**src/rtl/led_blinker_pkg.sv**
```systemverilog
// Shared state encoding, default interval and timer sizing helpers for the LED blinker.
package led_blinker_pkg;

  typedef enum logic [1:0] {
    ST_IDLE = 2'd0,
    ST_ON   = 2'd1,
    ST_OFF  = 2'd2
  } state_t;

  // Half a second at 50 MHz.
  localparam int unsigned DEF_INTERVAL = 25_000_000;

  function automatic int unsigned max_u(input int unsigned a, input int unsigned b);
    return (a > b) ? a : b;
  endfunction

  // Never returns less than 1 so a one-cycle interval still gets a legal vector.
  function automatic int unsigned tmr_width(input int unsigned on_c, input int unsigned off_c);
    int unsigned w;
    w = $clog2(max_u(on_c, off_c));
    return (w < 1) ? 1 : w;
  endfunction

endpackage

```
**src/rtl/led_blinker_interval_timer.sv**
```systemverilog
// Up-counter that flags the final cycle of an interval; cleared on every phase change.
module interval_timer
  import led_blinker_pkg::*;
#(
  parameter int unsigned W = 2
) (
  input  logic         clk_i,
  input  logic         rst_i,
  input  logic         clr_i,
  input  logic         en_i,
  input  logic [W-1:0] tc_i,
  output logic         last_o
);

  logic [W-1:0] r_cnt;

  always_ff @(posedge clk_i or negedge rst_i) begin
    if (!rst_i) begin
      r_cnt <= '0;
    end else if (clr_i) begin
      r_cnt <= '0;
    end else if (en_i) begin
      r_cnt <= r_cnt + 1'b1;
    end
  end

  assign last_o = en_i && (r_cnt == tc_i);

endmodule

```
**src/rtl/led_blinker.sv**
```systemverilog
// Blinks one LED a requested number of times on a start pulse, then pulses done for one cycle.
module led_blinker
  import led_blinker_pkg::*;
#(
  parameter int unsigned ON_CYCLES  = DEF_INTERVAL,
  parameter int unsigned OFF_CYCLES = DEF_INTERVAL,
  parameter int unsigned CNT_W      = 4
) (
  input  logic             clk_i,
  input  logic             rst_i,
  input  logic             start_i,
  input  logic [CNT_W-1:0] count_i,
  output logic             led_o,
  output logic             busy_o,
  output logic             done_o
);

  localparam int unsigned TMR_W = tmr_width(ON_CYCLES, OFF_CYCLES);
  localparam logic [TMR_W-1:0] ON_TC  = TMR_W'(ON_CYCLES - 1);
  localparam logic [TMR_W-1:0] OFF_TC = TMR_W'(OFF_CYCLES - 1);

  state_t             r_state;
  logic [CNT_W-1:0]   r_remaining;
  logic               r_led;
  logic               r_busy;
  logic               r_done;

  logic               w_last;
  logic               w_clr;
  logic               w_en;
  logic [TMR_W-1:0]   w_tc;

  // Every ON/OFF exit coincides with the last-cycle flag, so clearing on it restarts the next phase at 0.
  assign w_en  = (r_state != ST_IDLE);
  assign w_clr = (r_state == ST_IDLE) || w_last;
  assign w_tc  = (r_state == ST_ON) ? ON_TC : OFF_TC;

  interval_timer #(
    .W (TMR_W)
  ) u_timer (
    .clk_i  (clk_i),
    .rst_i  (rst_i),
    .clr_i  (w_clr),
    .en_i   (w_en),
    .tc_i   (w_tc),
    .last_o (w_last)
  );

  always_ff @(posedge clk_i or negedge rst_i) begin
    if (!rst_i) begin
      r_state     <= ST_IDLE;
      r_remaining <= '0;
      r_led       <= 1'b0;
      r_busy      <= 1'b0;
      r_done      <= 1'b0;
    end else begin
      r_done <= 1'b0;
      case (r_state)
        ST_IDLE: begin
          if (start_i) begin
            if (count_i != '0) begin
              r_remaining <= count_i;
              r_state     <= ST_ON;
              r_led       <= 1'b1;
              r_busy      <= 1'b1;
            end else begin
              r_done <= 1'b1;
            end
          end
        end
        ST_ON: begin
          if (w_last) begin
            r_state     <= ST_OFF;
            r_led       <= 1'b0;
            r_remaining <= r_remaining - 1'b1;
          end
        end
        ST_OFF: begin
          if (w_last) begin
            if (r_remaining != '0) begin
              r_state <= ST_ON;
              r_led   <= 1'b1;
            end else begin
              r_state <= ST_IDLE;
              r_busy  <= 1'b0;
              r_done  <= 1'b1;
            end
          end
        end
        default: begin
          r_state <= ST_IDLE;
          r_led   <= 1'b0;
          r_busy  <= 1'b0;
        end
      endcase
    end
  end

  assign led_o  = r_led;
  assign busy_o = r_busy;
  assign done_o = r_done;

endmodule

```
**config.mk**
```make
export PLATFORM = sky130hd
export DESIGN_NAME = led_blinker
export DESIGN_NICKNAME = d
export VERILOG_FILES = /design/src/rtl/led_blinker_pkg.sv /design/src/rtl/led_blinker_interval_timer.sv /design/src/rtl/led_blinker.sv
export SDC_FILE = /design/constraint.sdc
export NUM_CORES = 1
export LEC_CHECK = 0
export BUFFER_PORTS_ARGS = -buffer_cell sky130_fd_sc_hd__buf_2
export CORE_UTILIZATION = 60
export DETAILED_ROUTE_END_ITERATION = 10
export PLACE_DENSITY = 0.82
export SLEW_MARGIN = 20
export SYNTH_ARGS = -nofsm -noshare
export SYNTH_HDL_FRONTEND = slang
export SYNTH_SLANG_ARGS = --single-unit
```
**constraint.sdc**
```tcl
create_clock -name clk_i -period 2.4 [get_ports clk_i]
set_input_delay 0.12 -clock clk_i [delete_from_list [all_inputs] [get_ports clk_i]]
set_output_delay 0.12 -clock clk_i [all_outputs]
set_load 0.01 [all_outputs]
```
==> flow_summary.yaml, run 1 <==
timing:
  fmax_mhz: 468.2
  rsz0062_at_grt: "no"
  setup_viol: 0
  tightestPinTransition_ns: 0.7225
  finalHoldViolCount: 0
  finalWorstSetupSlack_ns: 0.2642
  finalCriticalPeriod_ns: 2.136
  slew_violations: 0
  fin_crit_sh_pct: 88.99
  slew_headroom_pct: 51.83
  finClkSkew_ns: 0.01418
  tns_ns: 0
place:
  pre_cts_slack_ns: 0.3143
  place_congestion: 0.8508
  hpwl_mm: 2.793
  placement.cell_area_um2: 1957
  port_buffers: 9
yosys:
  postSynthAreaPerCell_um2: 9.249
  synth_top_family_by_area: "simple AND/OR/NAND/NOR gates"
  synthXorXnorAreaFrac_pct: 5.570
  syn-num-nets: 213
  async_flop_share_pct: 100.0
  synthCells: 204
  synthSimpleGateAreaFrac_pct: 27.06
  yosys_most_used_dff: "dfrtp_1"
  synth_warnings: 0
  synth_fa_ha_area_share_pct: 1.326
  yosysUniqueCellTypes: 41
  synth_edf_count: 0
  ys_seq_area_share_pct: 45.09
  yosys-mux-area-fraction_pct: 0.5305
  mappedNetlistArea_um2: 1887
  ys_seq_elements: 34
  synth_compound_area_share_pct: 15.38
pwr:
  pwr-share-seq_pct: 61.1
  p_sw_share_pct: 22.77
  totalPowerFinal_mw: 0.9423
  p_int_mw: 0.7277
  p_switching_mw: 0.2145
  p_comb_share_pct: 3.5
  clock_power_share_pct: 35.4
  powerDensity_nw_per_um2: 464.9
  ir_drop_mv: 0.3875
  power.leakage_nw: 0.8070
grt:
  grt_max_degree: 35
  grt_usage_pct: 28.01
  antenna_found_initial: 0
  grt_pass1_wl_mm: 7.148
  grt_pass1_vias: 1631
  grt_overflow: 0
setup_path:
  critPathMaxStageDelay_ns: 0.60
  path_buf_inv: 0
  worst_path_max_delay_cell: "or4_1"
  critPathKind: "reg -> reg"
  worstRegToRegCells: 5
  crit_cells: 5
  worstSetupEndpointType: "flop"
  cp_top_family: "simple AND/OR/NAND/NOR gates"
  path_cells: "ha_1 > and4_2 > nand4_1 > or4_1 > a21oi_1"
  crit_arrival_ns: 2.40
  cp.required_ns: 2.67
  path_max_fanout: 12
  setup.worst_path.start_class: "flop"
cells_and_area:
  final_common_cell: "dfrtp_1"
  area_growth_pct: 7.427
  final_util_pct: 70.47
  finalInstanceArea_um2: 2027
  nets: 224
  num_antenna_cells: 0
  final_cell_mix: "dfrtp_1 (34), nor2_1 (20), nand2_1 (14)"
  fillers: 215
  drive_above_1_share_pct: 11.57
clocking:
  clk_pin_slew_ns: 0.11
  cts.sinks: 34
  htreeDepth: 2
  cts_tree: "yes"
  cts_buffers: 5
  root_buffer: "clkbuf_4"
  cts_buffer_depth: 2
  worstSkewPairLatency_ns: 0.34
floorplan:
  die_area_um2: 3373
  initial_utilization_pct: 65.59
  dieWidth_um: 58.08
  coreArea_um2: 2877
  die_h_um: 58.08
  rows: 19
  io_pins: 10
run:
  cap_violations: 0
drt:
  met1_length_mm: 1.755
  dr.pass1.iters: 4
  drc: 0
  vias: 1654
  wirelength_mm: 4.026
  dr.max_layer_used: "met4"
  wire_per_inst_um: 15.60
  drt_iter0_drc: 129
  vias_per_cell: 6.411
  ant_nets: 0
  wl_met3_um: 215
  wl_met2_mm: 1.984
status:
  status: "completed"
worst_hold_path:
  hold_depth: 4
  holdCritPathClass: "in -> reg"
==> through the flow <==
stage | hold WS, ns | instances
floorplan | -0.1756 | 204
global placement | 0.2097 | 249
CTS | 0.06808 | 258
global route | 0.07735 | 258
finish | 0.08100 | 258
detailed placement | 0.2202 | 249
==> registers in the layout, indices dropped and copies added (netlist names) <==
register,count
busy_o,1
done_o,1
led_o,1
r_remaining,4
r_state,2
u_timer.r_cnt,25
==> layer usage <==
layer | track usage, % | vias to the layer above
li1 | - | 777
met1 | 35.69 | 809
met2 | 44.33 | 60
met3 | 6.920 | 8
met4 | 14.63 | 0
met5 | 0 | -
==> cells by family after synthesis <==
group	count (synthesis)
mux	1
flops	34
fa+ha+maj	2
compound gates	44
xor+xnor	12
buf+inv	20
simple gates	91
==> power groups by stage <==
stage	clock network [mW]	registers, mW	logic [mW]
CTS	0.341	0.576	0.0330
floorplan	0	0.587	0.0102
finish	0.334	0.576	0.0326
global placement	0	0.587	0.0301
global route	0.362	0.576	0.0378
detailed placement	0	0.587	0.0317
==> worst reg2reg max path: stages, from the launching register on <==
cell and delay (ns):
dfrtp_1 0.42, ha_1 0.23, and4_2 0.31, nand4_1 0.35
or4_1 0.60, a21oi_1 0.17
==> synth_stat cells, types with 3 or more instances <==
cell      instances  share of area (%)
nor4_1            3               0.99
xnor2_1           6                2.8
or4_1             8                3.2
o211ai_1          3                1.2
dfrtp_1          34                 45
o31ai_1           6                2.4
buf_2             4                1.1
nor2_1           20                4.0
nand4_1           9                3.0
or3_1             8                2.7
nand2_1          14                2.8
inv_1            10                2.0
xor2_1            6                2.8
clkbuf_1          4               0.80
nor3_1            4                1.1
o41ai_1           3                1.4
a21oi_1          13                3.4
nand3_1           9                2.4
o21ai_0           7                1.9
a22oi_1           4                1.6
==> path summary, 6_finish.rpt <==
check	endpoint	from	slack, ns
max in group asynchronous	u_timer.r_cnt[8]	rst_i	1.57
max reg2reg	u_timer.r_cnt[20]	u_timer.r_cnt[0]	0.26
min reg2reg	u_timer.r_cnt[0]	u_timer.r_cnt[0]	0.51
max	u_timer.r_cnt[20]	u_timer.r_cnt[0]	0.26
min in group asynchronous	r_state[1]	rst_i	0.35
min	done_o	count_i[1]	0.08
==> layout make-up <==
type / count / area (um2) / area share, %
clock inverter: 1 / 5.005 / 0.2469
inverter: 10 / 37.54 / 1.852
tap: 42 / 52.55 / 2.593
timing repair buffer: 14 / 85.08 / 4.198
multi-input combinational: 150 / 940.9 / 46.42
clock buffer: 7 / 55.05 / 2.716
sequential: 34 / 850.8 / 41.98
==> repair_timing <==
| item | CTS | global route |
|---|---|---|
| endpoints found under the setup margin | 0 | 0 |
| hold buffers | 1 | 0 |
| resized for setup | 0 | 0 |
| endpoints found under the hold margin | 34 | 0 |
| buffers inserted | 0 | 0 |
Note: power is estimated with default switching activity, not from simulation.
==> run 2, diff against run 1 <==
--- a/config.mk
+++ b/config.mk
@@ -6,10 +6,12 @@
 export NUM_CORES = 1
 export LEC_CHECK = 0
 export BUFFER_PORTS_ARGS = -buffer_cell sky130_fd_sc_hd__buf_2
-export CORE_UTILIZATION = 60
+export CORE_UTILIZATION = 61
 export DETAILED_ROUTE_END_ITERATION = 10
-export PLACE_DENSITY = 0.82
+export PLACE_DENSITY = 0.83
+export REMOVE_ABC_BUFFERS = 1
 export SLEW_MARGIN = 20
 export SYNTH_ARGS = -nofsm -noshare
 export SYNTH_HDL_FRONTEND = slang
+export SYNTH_HIERARCHICAL = 1
 export SYNTH_SLANG_ARGS = --single-unit
==> run 2 against run 1 <==
  * Cell count is 35% higher
  * Critical path depth is 4 higher
  * Largest power group unchanged
  * Sequential power grew 25%
  * The flow now finishes with violations (negative setup slack)
==> flow_summary.yaml, run 2 <==
setup_path:
  r2r_end: "u_timer/r_cnt[16]"
  cp_top_family: "simple AND/OR/NAND/NOR gates"
  crit_cells: 9
  worst_path_max_delay_cell: "or4_4"
  setup.worst_path.start_class: "flop"
  worstRegToRegCells: 9
  path_cells: "xor2_1 > nor4_1 > nand3_1 > nor4_2 > or2_4 > o2111ai_2 > or4_4 > or3_4 > a21oi_4"
  crit_arrival_ns: 3.05
  reg2reg_slack_ns: -0.38
  path_max_fanout: 5
  cp.required_ns: 2.67
  crit_path_start: "u_timer/r_cnt[23]"
  r2r_start: "u_timer/r_cnt[23]"
  path_buf_inv: 0
  worstSetupEndpoint: "u_timer/r_cnt[16]"
  worstSetupEndpointType: "flop"
  critPathMaxStageDelay_ns: 0.48
  critPathKind: "reg -> reg"
cells_and_area:
  nets: 310
  largest_reg_flops: 25
  drive_above_1_share_pct: 31.79
  final_cell_mix: "buf_4 (37), dfrtp_1 (34), conb_1 (25)"
  area_growth_pct: 27.74
  reg_top3: "u_timer/r_cnt: 25 flops, r_remaining: 4 flops, r_state: 2 flops"
  final_common_cell: "buf_4"
  final_util_pct: 82.82
  num_antenna_cells: 0
  top_register: "u_timer/r_cnt"
timing:
  rsz0062_at_grt: "yes"
  slew_violations: 0
  slew_headroom_pct: 47.87
  tns_ns: -3.740
  fmax_mhz: 360.0
  tightestPinTransition_ns: 0.7820
  finalCriticalPeriod_ns: 2.778
  finClkSkew_ns: 0.01893
  finalWorstSetupSlack_ns: -0.3779
  setup_viol: 17
  finalHoldViolCount: 0
  fin_crit_sh_pct: 115.7
drt:
  dr.max_layer_used: "met4"
  wl_met3_um: 285
  dr.pass1.iters: 5
  ant_nets: 0
  wire_per_inst_um: 17.05
  wirelength_mm: 5.934
  wl_met2_mm: 3.154
  vias_per_cell: 5.810
  drc: 0
  vias: 2022
  drt_iter0_drc: 186
  met1_length_mm: 2.384
floorplan:
  coreArea_um2: 3416
  die_h_um: 62.26
  die_area_um2: 3876
  io_pins: 10
  initial_utilization_pct: 64.84
  dieWidth_um: 62.26
  rows: 21
grt:
  grt_overflow: 0
  grt_usage_pct: 32.20
  grt_pass1_vias: 2014
  antenna_found_initial: 0
  grt_pass1_wl_mm: 9.542
  grt_max_degree: 35
yosys:
  synthCells: 233
  yosysTopAreaCell: "dfrtp_1"
  ys_seq_area_share_pct: 38.42
  async_flop_share_pct: 100.0
  synth_common_cells: "dfrtp_1 (34), xor2_1 (22), a21oi_1 (14)"
  yosysUniqueCellTypes: 51
  synth_warnings: 6
  postSynthAreaPerCell_um2: 9.505
  ys_seq_elements: 34
  synth.most_common_cell: "dfrtp_1"
  mappedNetlistArea_um2: 2215
  yosys-top-cells-area: "dfrtp_1 (38%), xor2_1 (8.7%), xnor2_1 (5.1%)"
  synth_edf_count: 0
  yosys_most_used_dff: "dfrtp_1"
  synth_top_area_share_pct: 38.42
clocking:
  worstSkewPairLatency_ns: 0.36
  clk_pin_slew_ns: 0.11
  htreeDepth: 2
  cts_tree: "yes"
  cts_buffer_depth: 2
  cts.sinks: 34
  root_buffer: "clkbuf_4"
  cts_buffers: 5
pwr:
  power.leakage_nw: 1.271
  ir_drop_mv: 0.4945
  totalPowerFinal_mw: 1.661
  powerDensity_nw_per_um2: 587.2
status:
  status: "complete, but fails checks"
  violations: "negative setup slack"
place:
  hpwl_mm: 3.772
  port_buffers: 9
  pre_cts_slack_ns: -0.4626
  place_congestion: 0.8769
worst_hold_path:
  holdCritPathClass: "in -> reg"
run:
  cap_violations: 0
==> run 2: cell types whose count changed after synthesis, sizes merged, moves of 6 or more <==
cell	delta
xnor2	+7
xor2	+16
o21ai	+6
nor2	-6
==> run 2: where the power goes <==
| part | internal (mW) | switching [mW] | leakage, nW |
|---|---|---|---|
| logic | 0.260 | 0.331 | 0.795 |
| registers | 0.646 | 0.0723 | 0.442 |
| clock network | 0.141 | 0.211 | 0.0343 |
==> run 2: stage by stage <==
stage,instance area [um2],cells,hold slack (ns)
final,2829,348,0.1125
after global routing,2829,348,0.1195
after CTS,2738,346,0.1163
after detailed placement,2564,334,0.2360
after global placement,2564,334,0.2410
after floorplan,2191,243,-0.1756
==> run 2: worst min-delay path: stages <==
cell     delay [ns]
buf_2          0.12
nand4_1        0.10
nand4_1        0.10
==> run 2: kinds of logic after synthesis <==
logic type               Yosys count  share of synthesized area [%]
XOR/XNOR                          35                          13.84
flip-flops                        34                          38.42
other                              2                         0.3391
adder cells (fa/ha/maj)            2                          1.130
buffers and inverters             21                          6.327
AO/OA/AOI/OAI                     46                          13.39
multiplexers                       4                          1.808
AND/OR/NAND/NOR                   89                          24.75
==> run 2: per-layer routing <==
layer	global-route usage (%)	vias to the layer above
met2	57.28	72
met3	6.066	13
met5	0	-
li1	-	952
met1	38.37	985
met4	12.21	0
==> run 2: worst min-delay path by stage <==
stage                          start                end  slack (ns)  cells past startpoint
after floorplan                rst_i             busy_o       -0.18                      0
after global placement         rst_i  u_timer/r_cnt[15]        0.24                      1
after detailed placement       rst_i  u_timer/r_cnt[13]        0.24                      1
after CTS                    start_i              led_o        0.12                      3
after global routing         start_i              led_o        0.12                      3
final                     count_i[0]     r_remaining[0]        0.11                      3
==> run 2: area by class of cell <==
class / instances / area (um2)
Tap cell: 46 / 57.56
Multi-Input combinational cell: 201 / 1449
Sequential cell: 34 / 850.8
Clock buffer: 6 / 51.30
Clock inverter: 2 / 12.51
Timing Repair Buffer: 51 / 377.9
Fill cell: 192 / 586.8
Inverter: 8 / 30.03
==> run 2: what timing repair did <==
item | in CTS | in global routing
gates resized for setup | 19 | 21
buffers inserted | 3 | 5
pin swaps | 15 | 17
hold buffers | 1 | 0
setup endpoints to repair | 19 | 25
endpoints found under the hold margin | 34 | 0
==> run 3, diff against run 2 <==
--- a/config.mk
+++ b/config.mk
@@ -8,7 +8,7 @@
 export BUFFER_PORTS_ARGS = -buffer_cell sky130_fd_sc_hd__buf_2
 export CORE_UTILIZATION = 61
 export DETAILED_ROUTE_END_ITERATION = 10
-export PLACE_DENSITY = 0.83
+export PLACE_DENSITY = 0.87
 export REMOVE_ABC_BUFFERS = 1
 export SLEW_MARGIN = 20
 export SYNTH_ARGS = -nofsm -noshare
==> constraint.sdc (replaced) <==
create_clock -name clk_i -period 2.4 [get_ports clk_i]
set_input_delay 0.24 -clock clk_i [delete_from_list [all_inputs] [get_ports clk_i]]
set_output_delay 0.24 -clock clk_i [all_outputs]
set_load 0.01 [all_outputs]
==> run 3 against run 2 <==
  * The run still ends with negative setup slack left
  * Via count up 7.2%
  * Cell count increased by 0.29%
  * Final area rose by 0.84%
  * Critical endpoint is now u_timer/r_cnt[17]
  * Largest cell class unchanged
  * Setup slack got worse by 0.20 ns
  * Non-clock buffer count rose by 1
  * Sequential power about the same
  * Power up 12%
  * Clock skew fell by 0.0079 ns
  * Clock-buffer cell count did not move
  * Worst hold slack gained 0.12 ns
  * Fmax is 6.8% lower
  * Sequential cell count stayed put
==> flow_summary.yaml, run 3 (same netlist as run 2, synthesis figures left out) <==
cells_and_area:
  final_cell_mix: "buf_4 (38), dfrtp_1 (34), conb_1 (25)"
  reg_top3: "u_timer/r_cnt: 25 flops, r_remaining: 4 flops, r_state: 2 flops"
  largest_reg_flops: 25
  final_common_cell: "buf_4"
  finalInstanceArea_um2: 2853
  fin_cells: 349
  num_antenna_cells: 0
  area_growth_pct: 28.81
  multi_input_area_um2: 1418
  final_util_pct: 83.52
  fillers: 186
  drive_above_1_share_pct: 29.04
  nets: 311
  top_register: "u_timer/r_cnt"
  register_area_um2: 850.8
timing:
  tns_ns: -9.105
  fmax_mhz: 335.4
  slew_violations: 0
  finalHoldViolCount: 0
  finalCriticalPeriod_ns: 2.981
  setup_viol: 29
  finClkSkew_ns: 0.01100
  slew_headroom_pct: 47.18
  rsz0062_at_grt: "yes"
  finalWorstSetupSlack_ns: -0.5812
  tightestPinTransition_ns: 0.7923
  fin_crit_sh_pct: 124.2
grt:
  grt_pass1_wl_mm: 9.756
  grt_usage_pct: 32.66
  grt_overflow: 0
  grt_max_degree: 35
  grt_pass1_vias: 2109
  antenna_found_initial: 0
floorplan:
  dieWidth_um: 62.26
  die_area_um2: 3876
  initial_utilization_pct: 64.84
  die_h_um: 62.26
  coreArea_um2: 3416
  rows: 21
  io_pins: 10
worst_hold_path:
  worstHoldStart: "count_i[0]"
  holdCritPathClass: "in -> reg"
clocking:
  cts_buffers: 5
  cts.sinks: 34
  root_buffer: "clkbuf_4"
  cts_tree: "yes"
  worstSkewPairLatency_ns: 0.35
  htreeDepth: 2
  clk_pin_slew_ns: 0.11
  cts_buffer_depth: 2
drt:
  ant_nets: 0
  drt_iter0_drc: 211
  wirelength_mm: 6.721
  wire_per_inst_um: 19.26
  vias: 2167
  drc: 0
  dr.pass1.iters: 7
  vias_per_cell: 6.209
place:
  placement.cell_area_um2: 2556
  port_buffers: 9
  hpwl_mm: 3.662
  place_inst: 333
  place_congestion: 0.8390
setup_path:
  reg2reg_slack_ns: -0.58
  path_cells: "xor2_1 > nor4_1 > nand3_1 > nor4_4 > or2_4 > buf_6 > o211a_4 > buf_6 > nand4_1 > or3_1 > a21oi_1"
  cp.required_ns: 2.65
  path_max_fanout: 6
  r2r_start: "u_timer/r_cnt[17]"
  crit_arrival_ns: 3.23
  critPathMaxStageDelay_ns: 0.43
  crit_path_frequent_cell: "buf_6"
  crit_path_start: "u_timer/r_cnt[17]"
  critPathKind: "reg -> reg"
  setup.worst_path.start_class: "flop"
  worstSetupEndpointType: "flop"
  worst_path_max_delay_cell: "dfrtp_1"
status:
  status: "complete, but fails checks"
  violations: "negative setup slack"
pwr:
  ir_drop_mv: 0.5488
  powerDensity_nw_per_um2: 652.6
  power.leakage_nw: 1.335
run:
  cap_violations: 0
==> run 3: area by class of cell <==
class                           count  area share, %
Clock inverter                      2          2.105
Multi-Input combinational cell    201          49.69
Timing Repair Buffer               52          13.51
Sequential cell                    34          29.82
Inverter                            8          1.053
Clock buffer                        6          1.798
Tap cell                           46          2.018
==> run 3: routing by layer <==
layer  vias to the layer above  global-route usage (%)  part of all wire (%)
met1                      1040                   37.35                    38
li1                        962                       -                     -
met3                        38                   7.537                   6.2
met4                         0                   16.86                   6.0
met2                       127                   56.73                    50
met5                         -                       0                     0
==> run 3: where the power goes <==
group	internal, mW	switching [mW]
Clock	0.353	0.206
Combinational	0.261	0.324
Sequential	0.646	0.0721
Total	1.26	0.602
==> run 3: metrics by stage <==
| step | worst slack, ns | hold WS (ns) | power (mW) |
|---|---|---|---|
| floorplan | -1.312 | -0.05559 | 1.017 |
| global placement | -0.3286 | 0.3517 | 1.190 |
| detailed placement | -0.5840 | 0.3623 | 1.217 |
| CTS | -0.2146 | 0.2055 | 1.813 |
| global route | -0.6631 | 0.2430 | 1.950 |
| finish | -0.5812 | 0.2338 | 1.862 |
==> run 3: critical path, delay by kind of cell, from the launching register on <==
kind	cells	cell delay [ns]
XOR/XNOR	1	0.16
buffers and inverters	2	0.19
AO/OA/AOI/OAI	2	0.36
AND/OR/NAND/NOR	6	1.74
flip-flops	1	0.43
==> run 3: final timing paths <==
path | to | cells past startpoint
setup / recovery | u_timer/r_cnt[17] | 11
max in group asynchronous | u_timer/r_cnt[8] | 2
hold reg to reg | busy_o | 1
hold / removal | r_remaining[0] | 3
min in group asynchronous | u_timer/r_cnt[21] | 2
setup reg to reg | u_timer/r_cnt[17] | 11
==> run 3: what timing repair did <==
item	4_1_cts	5_1_grt
endpoints found under the hold margin	34	0
hold buffers	1	0
setup buffers	5	3
gates resized for setup	15	12
endpoints found under the setup margin	26	26
pin swaps	23	11
